--- config.mk ---
export PLATFORM = sky130hd
export DESIGN_NAME = sa_data_mover
export DESIGN_NICKNAME = d
export VERILOG_FILES = /design/src/rtl/sa_data_mover_pkg.sv /design/src/rtl/lane_delay.sv /design/src/rtl/sa_data_mover.sv
export SDC_FILE = /design/constraint.sdc
export NUM_CORES = 1
export LEC_CHECK = 0
export ABC_AREA = 1
export BUFFER_PORTS_ARGS = -buffer_cell sky130_fd_sc_hd__buf_2
export CAP_MARGIN = 20
export CELL_PAD_IN_SITES_DETAIL_PLACEMENT = 0
export CELL_PAD_IN_SITES_GLOBAL_PLACEMENT = 2
export CORE_AREA = 2 2 253 255
export DETAILED_ROUTE_END_ITERATION = 7
export DIE_AREA = 0 0 255 257
export PLACE_DENSITY = 0.84
export SLEW_MARGIN = 20
export SYNTH_ARGS = -nofsm -noshare
export SYNTH_HDL_FRONTEND = slang
export SYNTH_SLANG_ARGS = --single-unit
--- constraint.sdc ---
create_clock -name clk -period 1.1 [get_ports clk]
set_input_delay 0.165 -clock clk [delete_from_list [all_inputs] [get_ports clk]]
set_output_delay 0.165 -clock clk [all_outputs]
set_load 0.005 [all_outputs]
--- src/rtl/sa_data_mover_pkg.sv ---
// Shared GEMM constants for the systolic-array output path.
// Lane geometry defaults used by the data mover and its lane delays.
package sa_data_mover_pkg;

   localparam int unsigned LaneWidth = 8;
   localparam int unsigned PeSize    = 14;
   localparam int unsigned RowWidth  = LaneWidth * PeSize;

   typedef logic [RowWidth-1:0] row_t;

endpackage

--- src/rtl/lane_delay.sv ---
// Fixed-latency delay line for one systolic-array output lane.
// DELAY=0 degenerates to a plain wire.
module lane_delay
   import sa_data_mover_pkg::*;
#(
   parameter int unsigned DELAY = 1,
   parameter int unsigned WIDTH = LaneWidth
) (
   input  logic             clk,
   input  logic             rst_n,
   input  logic [WIDTH-1:0] data_i,
   output logic [WIDTH-1:0] data_o
);

   if (DELAY == 0) begin : g_wire
      logic unused_clk_rst;
      assign unused_clk_rst = clk ^ rst_n;
      assign data_o = data_i;
   end else begin : g_shift
      logic [WIDTH-1:0] stage_q [DELAY];

      always_ff @(posedge clk or negedge rst_n) begin
         if (!rst_n) begin
            for (int i = 0; i < int'(DELAY); i++) begin
               stage_q[i] <= '0;
            end
         end else begin
            stage_q[0] <= data_i;
            for (int i = 1; i < int'(DELAY); i++) begin
               stage_q[i] <= stage_q[i-1];
            end
         end
      end

      assign data_o = stage_q[DELAY-1];
   end

endmodule

--- src/rtl/sa_data_mover.sv ---
// Output-side data mover: de-skews systolic-array result lanes into aligned rows
// and writes one row per valid cycle into memory 0 with a wrapping address.
module sa_data_mover
   import sa_data_mover_pkg::*;
#(
   parameter int unsigned FIFO_DATA_WIDTH = LaneWidth,
   parameter int unsigned FIFO_DEPTH      = 14,
   parameter int unsigned PE_SIZE         = PeSize,
   parameter int unsigned MEM0_DEPTH      = 896,
   parameter int unsigned MEM1_DEPTH      = 896,
   parameter int unsigned MEM0_ADDR_WIDTH = 10,
   parameter int unsigned MEM1_ADDR_WIDTH = 10,
   parameter int unsigned MEM0_DATA_WIDTH = RowWidth,
   parameter int unsigned MEM1_DATA_WIDTH = 112,
   parameter int unsigned OC              = 64
) (
   input  logic                               clk,
   input  logic                               rst_n,
   input  logic                               en,
   input  logic [FIFO_DATA_WIDTH*PE_SIZE-1:0] rdata_i,
   output logic [MEM0_DATA_WIDTH-1:0]         mem0_d0,
   output logic [MEM0_ADDR_WIDTH-1:0]         mem0_addr0,
   output logic                               mem0_ce0,
   output logic                               mem0_we0,
   output logic                               done
);

   localparam int unsigned VldDepth    = PE_SIZE - 1;
   localparam int unsigned RowCntWidth = (OC > 1) ? $clog2(OC) : 1;

   // Memory 1 and the FIFO depth bound are part of the shared interface only.
   localparam int unsigned unused_params =
      FIFO_DEPTH + MEM1_DEPTH + MEM1_ADDR_WIDTH + MEM1_DATA_WIDTH;

   logic [MEM0_DATA_WIDTH-1:0] row_aligned;
   logic [VldDepth-1:0]        vld_q;
   logic                       wr_valid;

   logic [MEM0_DATA_WIDTH-1:0] d0_q, d0_d;
   logic [MEM0_ADDR_WIDTH-1:0] addr_q, addr_d;
   logic [RowCntWidth-1:0]     row_cnt_q, row_cnt_d;
   logic                       ce_q, ce_d;
   logic                       done_q, done_d;

   // Lane b arrives b cycles before lane 0, so it is held back b cycles.
   for (genvar b = 0; b < int'(PE_SIZE); b++) begin : g_lane
      lane_delay #(
         .DELAY(b),
         .WIDTH(FIFO_DATA_WIDTH)
      ) u_lane_delay (
         .clk   (clk),
         .rst_n (rst_n),
         .data_i(rdata_i[b*FIFO_DATA_WIDTH +: FIFO_DATA_WIDTH]),
         .data_o(row_aligned[b*FIFO_DATA_WIDTH +: FIFO_DATA_WIDTH])
      );
   end

   always_ff @(posedge clk or negedge rst_n) begin
      if (!rst_n) begin
         vld_q <= '0;
      end else begin
         vld_q <= {vld_q[VldDepth-2:0], en};
      end
   end

   assign wr_valid = vld_q[VldDepth-1];

   always_comb begin
      d0_d      = d0_q;
      addr_d    = addr_q;
      row_cnt_d = row_cnt_q;
      ce_d      = wr_valid;
      done_d    = 1'b0;

      // The presented address stays put until the write it belongs to retires.
      if (ce_q) begin
         if (addr_q == MEM0_ADDR_WIDTH'(MEM0_DEPTH - 1)) begin
            addr_d = '0;
         end else begin
            addr_d = addr_q + MEM0_ADDR_WIDTH'(1);
         end
      end

      if (wr_valid) begin
         d0_d = row_aligned;
         if (row_cnt_q == RowCntWidth'(OC - 1)) begin
            row_cnt_d = '0;
            done_d    = 1'b1;
         end else begin
            row_cnt_d = row_cnt_q + RowCntWidth'(1);
         end
      end
   end

   always_ff @(posedge clk or negedge rst_n) begin
      if (!rst_n) begin
         d0_q      <= '0;
         addr_q    <= '0;
         row_cnt_q <= '0;
         ce_q      <= 1'b0;
         done_q    <= 1'b0;
      end else begin
         d0_q      <= d0_d;
         addr_q    <= addr_d;
         row_cnt_q <= row_cnt_d;
         ce_q      <= ce_d;
         done_q    <= done_d;
      end
   end

   assign mem0_d0    = d0_q;
   assign mem0_addr0 = addr_q;
   assign mem0_ce0   = ce_q;
   assign mem0_we0   = ce_q;
   assign done       = done_q;

endmodule

== After elaboration in Yosys (flattened, before gate mapping) ==
Index checks and enable logic that the tools add are counted.

* Register bits after elaboration: 871
* Output and inout bits: 125
* Input port bits: 115

* $add $sub $neg: 2
* Equal/unequal tests: 2
* Muxes and demuxes: 4

{| class="wikitable"
|+ Operator list
! cell !! number
|-
| 10-bit by 1-bit adder with 10-bit output, second input constant || 1
|-
| 10-bit == test, second input constant || 1
|-
| 10-bit 2-to-1 mux || 1
|-
| 6-bit by 1-bit adder with 6-bit output, second input constant || 1
|-
| 6-bit == test, second input constant || 1
|-
| 6-bit 2-to-1 mux || 1
|-
| 1-bit 2-to-1 mux || 2
|}

== Depth between registers and ports, before layout ==
* Depth after elaboration: 3
* Depth in mapped cells: 7

== Cells and area by module ==
Synthesis repeated with hierarchy kept, for this count alone.

* Cells, all modules: 1187
* Area, all modules: 24477.2 um^2

{| class="wikitable"
|+ Modules (own cells, without submodules)
! module !! seq. area each (um^2) !! times used !! cells an instance !! area each (um^2)
|-
| sa_data_mover || 3578.4 || 1 || 355 || 5479.0
|-
| lane_delay at g_lane[13].u_lane_delay || 2602.5 || 1 || 112 || 2662.6
|-
| lane_delay at g_lane[12].u_lane_delay || 2402.3 || 1 || 104 || 2462.4
|-
| lane_delay at g_lane[11].u_lane_delay || 2202.1 || 1 || 96 || 2262.2
|-
| lane_delay at g_lane[10].u_lane_delay || 2001.9 || 1 || 88 || 2062.0
|-
| lane_delay at g_lane[9].u_lane_delay || 1801.7 || 1 || 80 || 1861.8
|-
| lane_delay at g_lane[8].u_lane_delay || 1601.5 || 1 || 72 || 1661.6
|-
| lane_delay at g_lane[7].u_lane_delay || 1401.3 || 1 || 64 || 1461.4
|-
| lane_delay at g_lane[6].u_lane_delay || 1201.2 || 1 || 56 || 1261.2
|-
| lane_delay at g_lane[5].u_lane_delay || 1001.0 || 1 || 48 || 1061.0
|-
| lane_delay at g_lane[4].u_lane_delay || 800.8 || 1 || 40 || 860.8
|-
| lane_delay at g_lane[3].u_lane_delay || 600.6 || 1 || 32 || 660.6
|-
| lane_delay at g_lane[2].u_lane_delay || 400.4 || 1 || 24 || 460.4
|-
| lane_delay at g_lane[1].u_lane_delay || 200.2 || 1 || 8 || 200.2
|-
| lane_delay at g_lane[0].u_lane_delay || 0.0 || 1 || 8 || 60.1
|}

== Worst setup path after synthesis ==
No wires, ideal clock.

* Kind: register to register
* Start point: register addr_q[0] (netlist: mem0_addr0[0])
* End point: register addr_q[2] (netlist: mem0_addr0[2])
* Arrival: 1.130 ns
* Period minus slack after synthesis: 1.193 ns
* Setup time: 0.063 ns
* Stages on the path, launching flop included: 6
* Path slack: -0.093 ns
* Path buffers: 0
* Cell sequence: dfrtp_1 ha_1 nand3_2 inv_1 or2_2 inv_1

* Cells in the longest elaborated chain, start to end: 2

{| class="wikitable"
|+ Ends and longest elaborated chain
! element !! line !! text
|-
| start, declared || sa_data_mover.sv:40 || <nowiki>logic [MEM0_ADDR_WIDTH-1:0] addr_q, addr_d;</nowiki>
|-
| start signal, assigned || sa_data_mover.sv:104 || <nowiki>addr_q <= addr_d;</nowiki>
|-
| 10-bit by 1-bit adder with 10-bit output / 10-bit == test (equally long branches) || sa_data_mover.sv:80, sa_data_mover.sv:77 ||
|-
| 10-bit 2-to-1 mux (*) || sa_data_mover.sv:77 || <nowiki>if (addr_q == MEM0_ADDR_WIDTH'(MEM0_DEPTH - 1)) begin</nowiki>
|}

Every way passes the cells marked *; elsewhere a longest branch is shown, timed or not.
A chain may end at the register's enable or synchronous reset.

== Final worst setup path ==
* Start point: register ce_q (netlist: mem0_ce0)
* End point: output port mem0_ce0

{| class="wikitable"
|+ RTL lines
! element !! line !! text
|-
| start, declared || sa_data_mover.sv:42 || <nowiki>logic ce_q, ce_d;</nowiki>
|-
| start signal, assigned || sa_data_mover.sv:100 || <nowiki>ce_q <= 1'b0;</nowiki>
|-
| start signal, assigned || sa_data_mover.sv:106 || <nowiki>ce_q <= ce_d;</nowiki>
|-
| end, declared || sa_data_mover.sv:23 || <nowiki>output logic mem0_ce0,</nowiki>
|}

No word-level cell between the ends.

==> reports/results.ini <==
[status]
status=finished, violations left
violations=setup timing

[yosys]
synthCells=1326
netlist_area_um2=23700
syn_nets=1443
ys_ff_latch=871
synth_warnings=0
avgSynthCellArea_um2=17.9
synth_top_area_share_pct=92.1
yosys.area.top_type=dfrtp_1
ys_seq_area_share_pct=92.1
yosysUniqueCellTypes=23
synthTopCellsByArea=dfrtp_1 92%, nand2_1 5.9%, buf_6 0.29%, nor2_1 0.24%, buf_2 0.23%

[routing]
firstDrtPassIters=4
drc_errors=0
ant_nets=0
drt-initial-drc-count=746
drt-vias-per-instance=4.15
wire_per_inst_um=16.9
finalWirelength_um=48400
dr_total_vias=11870

[sta]
holdWs_ps=174
skew_ps=19.3
rsz0062_at_grt=true
worst_slew_pin_slew_ps=438
clock.fmax_mhz=714
fin_crit_sh_pct=127
slew_headroom_pct=70.8
fin_crit_ps=1400
hold_viol=0
finalSetupViolCount=254
finalMaxSlewViolations=0
worst_slack_ps=-301

[final_layout]
final_cells=2862
drive_gt1_share_pct=42.1
nNetsFinal=2062
n_fill_cell=4790
area_growth_pct=42.3

[worst_setup_path]
worst_ep_required_time_ps=940
endpoint=mem0_ce0
crit_path_end_kind=output port
worst_ep_arrival_time_ps=1240
crit_start=mem0_ce0
rr_endpoint=mem0_d0[23]
r2r_start=vld_q[12]
r2r_cells=6
rrSetupSlack_ps=-220
crit_path_start_kind=register
crit_fanout=3
crit_type=register to output port

[grt]
antenna_found_initial=1
grt_pass1_vias=13089
grt.total_usage_pct=15.0
grt_pass1_wl_um=74400
grt_max_degree=87
grt_overflow=0

[clock_network]
clk_pin_slew_ps=60
htree_levels=3
cts_buffers=84
clk_latency_ps=620
cts_tree=done
cts_buffer_depth=3
root_buffer=clkbuf_16
cts.sinks=871

[place]
portBuffers=239
hpwl_um=23300
pre_cts_ws_ps=-258
gp_congestion=0.757
place_inst=2442

[floorplan]
start_util_pct=37.7
core_um2=62700
die_area_um2=65500
die_h_um=257
die_x_um=255
pin_count=240
rows=92

[power_and_ir_drop]
total_power_mw=68.6
ir_drop_mv=1.30
power_density_nw_per_um2=2040
leakagePower_nw=16.3

[min_path]
hold_class=input pin to register

[flow_run]
drv_cap=0

## final cells by class
| cell class | count | area, um2 | share of cell area (%) |
|---|---|---|---|
| antenna | 1 | 2.50 | 0.00743 |
| multi-input combinational | 414 | 2830 | 8.39 |
| clock inverter | 44 | 487 | 1.44 |
| tap | 846 | 1060 | 3.14 |
| timing repair inverter | 1 | 30.0 | 0.0891 |
| sequential | 871 | 21800 | 64.7 |
| timing repair buffer | 558 | 5090 | 15.1 |
| clock buffer | 112 | 2320 | 6.88 |
| inverter | 15 | 82.6 | 0.245 |
## synthesized netlist by cell type
master    number
dfrtp_1      871
clkbuf_1       6
nand3_2        1
ha_1           2
nand2_1      369
nor3_1         1
inv_1         14
buf_2         11
nor2_4         2
nand3_1        8
inv_2          1
nor3b_1        1
xnor2_1        1
o21a_1         1
buf_4          3
xor2_1         4
or2_2          1
nor2_2         2
nand4_1        1
o21ai_0        1
nor2_1        15
buf_6          6
a21oi_1        4
## sequential cells by signal (all words and copies together) (netlist names)
name                                 count
done                                     1
vld_q                                   13
g_lane.u_lane_delay.g_shift.stage_q    624
mem0_ce0                                 1
row_cnt_q                                6
g_lane.u_lane_delay.data_o             104
mem0_addr0                              10
mem0_d0                                112
## layer usage
metal / vias to the layer above / GRT usage, % / share of wire (%) / wire [um]
li1: 5344 / - / - / -
met1: 6146 / 19.2 / 40 / 19500
met2: 279 / 25.0 / 52 / 25100
met3: 101 / 3.05 / 4.4 / 2110
met4: 0 / 6.56 / 3.6 / 1740
met5: - / 0 / 0 / 0
## logic make-up (layout without fill, tap and decap cells)
logic type      Yosys count  in the layout  synth area share [%]
other cells               0              1                     0
fa+ha+maj                 2              2                 0.106
flops                   871            871                  92.1
simple gates            401            401                  6.55
buf+inv                  41            730                 0.946
compound gates            6              6                 0.137
xor+xnor                  5              5                 0.185
## where the power goes
part / switching (mW) / internal [mW]
combinational: 2.46 / 2.60
sequential: 0.918 / 34.0
clock: 12.2 / 16.5
total: 15.6 / 53.0
## worst max-delay path, stage by stage, from the launching register on
cell and delay [ps]:
dfrtp_1 390, buf_6 130, buf_6 100
## layout by cell type (no fill, tap or decap), types with 32 or more instances in the layout
master and n:
buf_12 41, dlygate4sd3_1 115, dfrtp_1 869, clkbuf_16 88
buf_2 217, nand2_1 125, buf_6 32, nand2_4 92
buf_4 122, nand2_2 152
## through the flow
| stage | util [%] | TNS, ps | area (um2) |
|---|---|---|---|
| after floorplan | - | 0 | 23700 |
| after detailed placement | 42.3 | -12900 | 26500 |
| after global placement | 42.3 | -8260 | 26500 |
| final | 53.7 | -43210 | 33700 |
| after global routing | 53.7 | -55370 | 33700 |
| after CTS | 51.9 | -47660 | 32500 |
## what timing repair did
action | in CTS | in global routing
resized for setup | 228 | 245
setup endpoints to repair | 232 | 254
gates cloned | 24 | 4
hold buffers | 115 | 0
endpoints found under the hold margin | 984 | 0
pin swaps | 56 | 77
buffers inserted | 84 | 45
## worst min-delay path by stage
stage	from	to	slack [ps]	depth (start not counted)
after CTS	rdata_i[72]	g_lane[9].u_lane_delay.g_shift.stage_q[64]	120	2
after detailed placement	rst_n	g_lane[2].u_lane_delay.g_shift.stage_q[10]	40	1
after global placement	rst_n	g_lane[1].u_lane_delay.data_o[6]	40	1
after floorplan	rst_n	done	-130	0
after global routing	rdata_i[72]	g_lane[9].u_lane_delay.g_shift.stage_q[64]	150	2
final	rdata_i[72]	g_lane[9].u_lane_delay.g_shift.stage_q[64]	170	2
(Power assumes the default switching activity.)
